**config.mk**
```make
export PLATFORM = sky130hd
export DESIGN_NAME = bus_arbiter_flat
export DESIGN_NICKNAME = d
export VERILOG_FILES = /design/src/rtl/bus_arbiter_if.sv /design/src/rtl/bus_arbiter.sv /design/src/flat_wrapper.sv
export SDC_FILE = /design/constraint.sdc
export NUM_CORES = 1
export LEC_CHECK = 0
export ABC_AREA = 0
export CAP_MARGIN = 40
export CELL_PAD_IN_SITES_DETAIL_PLACEMENT = 0
export CELL_PAD_IN_SITES_GLOBAL_PLACEMENT = 2
export CORE_MARGIN = 8
export CORE_UTILIZATION = 30
export DETAILED_ROUTE_END_ITERATION = 10
export MAX_ROUTING_LAYER = met4
export PLACE_DENSITY_LB_ADDON = 0.1
export SYNTH_ARGS = -nofsm -noshare
export SYNTH_HDL_FRONTEND = slang
export SYNTH_SLANG_ARGS = --single-unit
```
**constraint.sdc**
```tcl
create_clock -name clk -period 1.8 [get_ports clk]
set_input_delay 0.36 -clock clk [delete_from_list [all_inputs] [get_ports clk]]
set_output_delay 0.36 -clock clk [all_outputs]
set_load 0.05 [all_outputs]
```
**src/rtl/bus_arbiter_if.sv**
```systemverilog
// bus_arbiter_if: bundle of the arbitration and split signals between the
// master interfaces / address decoder / split-capable slaves and the arbiter.
//   mreq        : per-master bus request (level)
//   sel_slave   : decoder slave index for the current owner's transaction
//   ssplit      : per-slave split flag
//   mgrant      : one-hot master grant
//   owner       : index of the granted master (bus mux select)
//   msplit      : master parked by a split
//   split_grant : one-hot resume grant to the split slave
//   split_err   : sticky double-split flag
// Modports: master = requester/decoder/slave side, slave = arbiter side.
interface bus_arbiter_if #(
  parameter int NM = 2,
  parameter int NS = 3,
  parameter int MW = $clog2(NM),
  parameter int SW = $clog2(NS)
) ();
  logic [NM-1:0] mreq;
  logic [SW-1:0] sel_slave;
  logic [NS-1:0] ssplit;
  logic [NM-1:0] mgrant;
  logic [MW-1:0] owner;
  logic [NM-1:0] msplit;
  logic [NS-1:0] split_grant;
  logic          split_err;

  modport master (
    output mreq, sel_slave, ssplit,
    input  mgrant, owner, msplit, split_grant, split_err
  );

  modport slave (
    input  mreq, sel_slave, ssplit,
    output mgrant, owner, msplit, split_grant, split_err
  );
endinterface

```
**src/rtl/bus_arbiter.sv**
```systemverilog
// bus_arbiter: round-robin arbiter for NM masters with split-transaction
// support. A slave raising ssplit parks the owning master and frees the bus;
// lowering ssplit returns the bus to the parked master ahead of all other
// requests, together with split_grant to that slave.
// Ports:
//   clk : bus clock
//   rst : synchronous active-high reset
//   bus : bus_arbiter_if.slave (mreq/sel_slave/ssplit in, grants/flags out)
module bus_arbiter #(
  parameter int NM = 2,
  parameter int NS = 3,
  parameter int MW = $clog2(NM),
  parameter int SW = $clog2(NS)
) (
  input  logic            clk,
  input  logic            rst,
  bus_arbiter_if.slave    bus
);

  typedef enum logic [1:0] {IDLE, BUSY, RESUME} state_t;

  state_t        state_q, state_d;
  logic [NM-1:0] mgrant_q, mgrant_d;
  logic [NM-1:0] msplit_q, msplit_d;
  logic [MW-1:0] owner_q, owner_d;
  logic [MW-1:0] rr_q, rr_d;
  logic [NS-1:0] split_grant_q, split_grant_d;
  logic          split_err_q, split_err_d;
  logic          split_valid_q, split_valid_d;
  logic          split_ready_q, split_ready_d;
  logic [MW-1:0] split_master_q, split_master_d;
  logic [SW-1:0] split_slave_q, split_slave_d;
  logic [NS-1:0] ss_prev_q;

  logic [NS-1:0] rise, fall;
  logic [NM-1:0] eligible;
  logic          sel_rise;
  logic          cancel;
  logic          found;
  logic [MW-1:0] owner_next;
  logic [MW-1:0] cand;
  int unsigned   idx;

  always_comb begin
    rise     = bus.ssplit & ~ss_prev_q;
    fall     = ~bus.ssplit & ss_prev_q;
    eligible = bus.mreq & ~msplit_q;
    sel_rise = (int'(bus.sel_slave) < NS) ? rise[bus.sel_slave] : 1'b0;
    // A parked master that withdraws its request abandons the split; this
    // also blocks a resume that would otherwise fire in the same cycle.
    cancel   = split_valid_q && (state_q != RESUME) && !bus.mreq[split_master_q];
    owner_next = (owner_q == MW'(NM - 1)) ? '0 : owner_q + 1'b1;

    state_d        = state_q;
    mgrant_d       = mgrant_q;
    msplit_d       = msplit_q;
    owner_d        = owner_q;
    rr_d           = rr_q;
    split_grant_d  = split_grant_q;
    split_err_d    = split_err_q;
    split_valid_d  = split_valid_q;
    split_ready_d  = split_ready_q;
    split_master_d = split_master_q;
    split_slave_d  = split_slave_q;
    found          = 1'b0;
    idx            = 0;
    cand           = '0;

    if (split_valid_q && fall[split_slave_q]) begin
      split_ready_d = 1'b1;
    end
    if (cancel) begin
      split_valid_d = 1'b0;
      split_ready_d = 1'b0;
      msplit_d      = '0;
    end

    case (state_q)
      IDLE: begin
        mgrant_d      = '0;
        split_grant_d = '0;
        if (split_valid_q && split_ready_q && !cancel) begin
          state_d                       = RESUME;
          mgrant_d[split_master_q]      = 1'b1;
          owner_d                       = split_master_q;
          split_grant_d[split_slave_q]  = 1'b1;
          msplit_d[split_master_q]      = 1'b0;
        end else begin
          for (int unsigned i = 0; i < NM; i++) begin
            idx = int'(rr_q) + i;
            if (idx >= NM) begin
              idx = idx - NM;
            end
            cand = MW'(idx);
            if (!found && eligible[cand]) begin
              found          = 1'b1;
              mgrant_d[cand] = 1'b1;
              owner_d        = cand;
              state_d        = BUSY;
            end
          end
        end
      end

      BUSY: begin
        if (sel_rise) begin
          mgrant_d = '0;
          state_d  = IDLE;
          if (!split_valid_q) begin
            split_valid_d     = 1'b1;
            split_master_d    = owner_q;
            split_slave_d     = bus.sel_slave;
            split_ready_d     = 1'b0;
            msplit_d[owner_q] = 1'b1;
          end else begin
            // Only one split can be tracked: flag it and end this ownership.
            split_err_d = 1'b1;
            rr_d        = owner_next;
          end
        end else if (!bus.mreq[owner_q]) begin
          mgrant_d = '0;
          rr_d     = owner_next;
          state_d  = IDLE;
        end
      end

      RESUME: begin
        if (!bus.mreq[split_master_q]) begin
          mgrant_d      = '0;
          split_grant_d = '0;
          split_valid_d = 1'b0;
          split_ready_d = 1'b0;
          state_d       = IDLE;
        end
      end

      default: begin
        mgrant_d      = '0;
        split_grant_d = '0;
        state_d       = IDLE;
      end
    endcase
  end

  always_ff @(posedge clk) begin
    if (rst) begin
      state_q        <= IDLE;
      mgrant_q       <= '0;
      msplit_q       <= '0;
      owner_q        <= '0;
      rr_q           <= '0;
      split_grant_q  <= '0;
      split_err_q    <= 1'b0;
      split_valid_q  <= 1'b0;
      split_ready_q  <= 1'b0;
      split_master_q <= '0;
      split_slave_q  <= '0;
      ss_prev_q      <= '0;
    end else begin
      state_q        <= state_d;
      mgrant_q       <= mgrant_d;
      msplit_q       <= msplit_d;
      owner_q        <= owner_d;
      rr_q           <= rr_d;
      split_grant_q  <= split_grant_d;
      split_err_q    <= split_err_d;
      split_valid_q  <= split_valid_d;
      split_ready_q  <= split_ready_d;
      split_master_q <= split_master_d;
      split_slave_q  <= split_slave_d;
      ss_prev_q      <= bus.ssplit;
    end
  end

  assign bus.mgrant      = mgrant_q;
  assign bus.owner       = owner_q;
  assign bus.msplit      = msplit_q;
  assign bus.split_grant = split_grant_q;
  assign bus.split_err   = split_err_q;

endmodule

```
**src/flat_wrapper.sv**
```systemverilog
// flat-port wrapper written by rule: the top's interface ports become plain ports
module bus_arbiter_flat 
#(
  parameter int NM = 2,
  parameter int NS = 3,
  parameter int MW = $clog2(NM),
  parameter int SW = $clog2(NS)
)
  (clk, rst, bus_mreq, bus_sel_slave, bus_ssplit, bus_mgrant, bus_owner, bus_msplit, bus_split_grant, bus_split_err);
  bus_arbiter_if #(.NM(NM), .NS(NS), .MW(MW), .SW(SW)) bus_i ();
  input  logic clk;
  input  logic rst;
  input wire logic [$bits(bus_i.mreq)-1:0] bus_mreq;
  input wire logic [$bits(bus_i.sel_slave)-1:0] bus_sel_slave;
  input wire logic [$bits(bus_i.ssplit)-1:0] bus_ssplit;
  output wire logic [$bits(bus_i.mgrant)-1:0] bus_mgrant;
  output wire logic [$bits(bus_i.owner)-1:0] bus_owner;
  output wire logic [$bits(bus_i.msplit)-1:0] bus_msplit;
  output wire logic [$bits(bus_i.split_grant)-1:0] bus_split_grant;
  output wire logic [$bits(bus_i.split_err)-1:0] bus_split_err;
  assign bus_i.mreq = bus_mreq;
  assign bus_i.sel_slave = bus_sel_slave;
  assign bus_i.ssplit = bus_ssplit;
  assign bus_mgrant = bus_i.mgrant;
  assign bus_owner = bus_i.owner;
  assign bus_msplit = bus_i.msplit;
  assign bus_split_grant = bus_i.split_grant;
  assign bus_split_err = bus_i.split_err;
  bus_arbiter #(.NM(NM), .NS(NS), .MW(MW), .SW(SW)) u_core (.clk(clk), .rst(rst), .bus(bus_i));
endmodule
```
==> impl_metrics.json <==
{
  "insertion_delay_ns": 0.30,
  "power_leakage_nw": 0.6238,
  "cts.sinks": 20,
  "synth-seq-cells": 20,
  "yosysMostFrequentCell": "dfxtp_1",
  "hpwl_um": 2244,
  "critical_path_class": "in2reg",
  "p_seq_share_pct": 50.1,
  "synth.distinct_cells": 38,
  "synthFlopType": "dfxtp_1",
  "setup_viol": 0,
  "holdPathEnd": "u_core.split_slave_q[1]",
  "max_slew_margin_pct": 77.34,
  "grt_overflow_total": 0,
  "area_growth_pct": 36.84,
  "period_share_pct": 94.70,
  "worst-path-buf-inv": 1,
  "gp_congestion": 0.8498,
  "start_util_pct": 31.56,
  "finalHoldViolations": 0,
  "end_kind": "register",
  "powerDensity_mw_per_mm2": 649.2,
  "grt_pass1_wl_um": 4843,
  "synth_edf_count": 0,
  "netlist_instances": 125,
  "ir_worst_vdd_v": 0.0004055,
  "synth_warnings": 0,
  "cp_max_fo": 5,
  "wl_per_cell_um": 14.15,
  "htree_levels": 1,
  "ant_nets": 0,
  "cp.arrival_ns": 1.95,
  "drt_iter0_markers": 61,
  "drive_gt1_share_pct": 27.16,
  "cts_tree": "built",
  "yosysTopAreaCell": "dfxtp_1",
  "p_clk_share_pct": 22.8,
  "grt_use_met3_pct": 3.553,
  "synth_nets": 137,
  "viasPerCell": 4.986,
  "syn-cell-area_mm2": 0.001070,
  "pin_count": 18,
  "grt_use_met2_pct": 17.55,
  "cts_made_buffers": 3,
  "core_area_mm2": 0.003390,
  "grt_usage_pct": 11.53,
  "worst-r2r-cell-count": 6,
  "cpMostUsedCell": "nand2_1",
  "crit_chain": "clkdlybuf4s50_1 -> mux2_4 -> nand2_1 -> nand2_1 -> or4_1 -> a21oi_1",
  "switching_share_pct": 30.61,
  "cap_violations": 0,
  "diodes": 0,
  "port-buffer-count": 17,
  "tightest_slew_ns": 0.3388,
  "cts_root_buffer": "clkbuf_4",
  "rsz0062_at_grt": "no",
  "busiest_layer": "met2",
  "synthArstFlopShare_pct": 0,
  "grtUsageMet1_pct": 14.51,
  "num_vias": 1037,
  "status": "finished, final reports clean",
  "fin_nets": 176,
  "die_h_um": 75.72,
  "drv_slew": 0,
  "path_clk_slew_ns": 0.12,
  "total_power_w": 0.0009504,
  "postCtsHoldBufs": 0,
  "rows": 21,
  "whs_ns": 0.4463,
  "min_path_type": "in2reg",
  "grt_max_degree": 21,
  "rr_startpoint": "u_core.state_q[0]",
  "hold_path_startpoint": "bus_sel_slave[1]",
  "ys_seq_area_share_pct": 37.43,
  "synth_area_leaders": "dfxtp_1 37%, nor2_1 5.6%, nand2_1 4.9%, mux2i_1 4.7%, ha_1 3.5%",
  "reg2reg_slack_ns": 0.13,
  "grt_antenna_before_repair": 0,
  "synth_common_cells": "20 x dfxtp_1, 16 x nor2_1, 14 x nand2_1",
  "slowest_delay_ns": 0.48,
  "critPathTopFamily": "simple AND/OR/NAND/NOR gates",
  "avgSynthCellArea_um2": 8.558,
  "critPathLaunchType": "input port",
  "cpMaxStageDelayCell": "or4_1",
  "p_int_w": 0.0006595,
  "r2r_end": "u_core.bus.split_grant[2]",
  "synth_top_area_share_pct": 37.43,
  "drt-total-wl_um": 2944,
  "final.setup.worst_slack_ns": 0.09544,
  "drc": 0,
  "dr.pass1.iters": 4,
  "clock_path_buffers": 2,
  "post_cts_buffers": 0,
  "pwr-share-comb_pct": 27.0,
  "finalCriticalPeriod_ns": 1.705,
  "dpl_worst_slack_ns": -0.3631,
  "required_ns": 2.05,
  "finalClockSkew_ns": 0.01032,
  "netSwitchingPower_w": 0.0002909,
  "clock.fmax_mhz": 586.7,
  "dieArea_mm2": 0.005733,
  "grt_pass1_vias": 1033,
  "hold_path_depth": 3,
  "die_width_um": 75.72,
  "finalSetupTns_ns": 0
}
==> worst min-delay path, stage by stage <==
cell	delay, ns
dlymetal6s2s_1	0.16
mux2i_1	0.10
nor2_1	0.09
==> how the worst max path moves through the flow <==
stage                      from                   endpoint  slack, ns  cells past startpoint
6_report            bus_mreq[0]  u_core.bus.split_grant[2]        0.1                      6
5_1_grt             bus_mreq[0]  u_core.bus.split_grant[0]       0.01                      6
4_1_cts        bus_sel_slave[1]       u_core.bus.msplit[0]      0.006                      6
3_5_place_dp   bus_sel_slave[1]          u_core.state_q[0]      -0.36                      7
3_3_place_gp   bus_sel_slave[1]          u_core.state_q[0]      -0.28                      7
2_1_floorplan  u_core.bus.owner          u_core.state_q[0]       0.13                      5
==> flip-flops by register name, summed over array words and instances, names as in the netlist <==
signal / count
u_core.split_slave_q: 2
u_core.bus.split_err: 1
u_core.rr_q: 1
u_core.bus.msplit: 2
u_core.split_ready_q: 1
u_core.bus.owner: 1
u_core.bus.split_grant: 3
u_core.split_valid_q: 1
u_core.split_master_q: 1
u_core.state_q: 2
u_core.ss_prev_q: 3
u_core.bus.mgrant: 2
==> metrics by stage <==
stage | instances | util, % | instance area (um2)
2_1_floorplan | 125 | - | 1070
3_3_place_gp | 205 | 41.75 | 1415
3_5_place_dp | 205 | 41.75 | 1415
4_1_cts | 208 | 42.64 | 1445
5_1_grt | 208 | 43.19 | 1464
6_report | 208 | 43.19 | 1464
==> layout by cell type (no fill, tap or decap), types with 4 or more instances in the layout <==
cell type / instances
buf_4: 30
dfxtp_1: 20
nor2_1: 16
nand2_1: 14
inv_1: 10
a21oi_1: 7
clkdlybuf4s50_1: 6
mux2i_1: 5
nand2b_1: 5
nor2b_1: 4
==> final cells by class <==
| class | count | area [um2] |
|---|---|---|
| timing repair buffer | 38 | 310.3 |
| inverter | 10 | 37.54 |
| fill | 340 | 1926 |
| clock buffer | 3 | 22.52 |
| multi-input combinational | 91 | 635.6 |
| sequential | 20 | 400.4 |
| tap | 46 | 57.56 |
==> what timing repair did <==
| item | 4_1_cts | 5_1_grt |
|---|---|---|
| resized for setup | 1 | 5 |
| hold endpoints to repair | 0 | 0 |
| gates cloned | 0 | 0 |
| pin swaps | 0 | 2 |
| setup endpoints to repair | 1 | 11 |
==> power by group through the flow <==
stage                     clock network (W)  logic [W]  registers [W]
after floorplan                           0   0.000117       0.000512
after global placement                    0   0.000249       0.000486
after detailed placement                  0   0.000249       0.000486
after CTS                          0.000228   0.000254       0.000476
after global routing               0.000245   0.000281       0.000479
final                              0.000217   0.000257       0.000476
==> metal layers <==
layer	vias to the layer above	share of wire [%]
met3	4	4.8
li1	525	-
met1	484	49
met4	0	1.3
met2	24	45
met5	-	0
==> logic make-up after synthesis <==
kind of cell             share of synthesized area, %
multiplexers                                    7.134
AND/OR/NAND/NOR                                 28.30
buffers and inverters                           5.147
adder cells (fa/ha/maj)                         3.509
AO/OA/AOI/OAI                                   18.48
flip-flops                                      37.43
(Power assumes the default switching activity.)
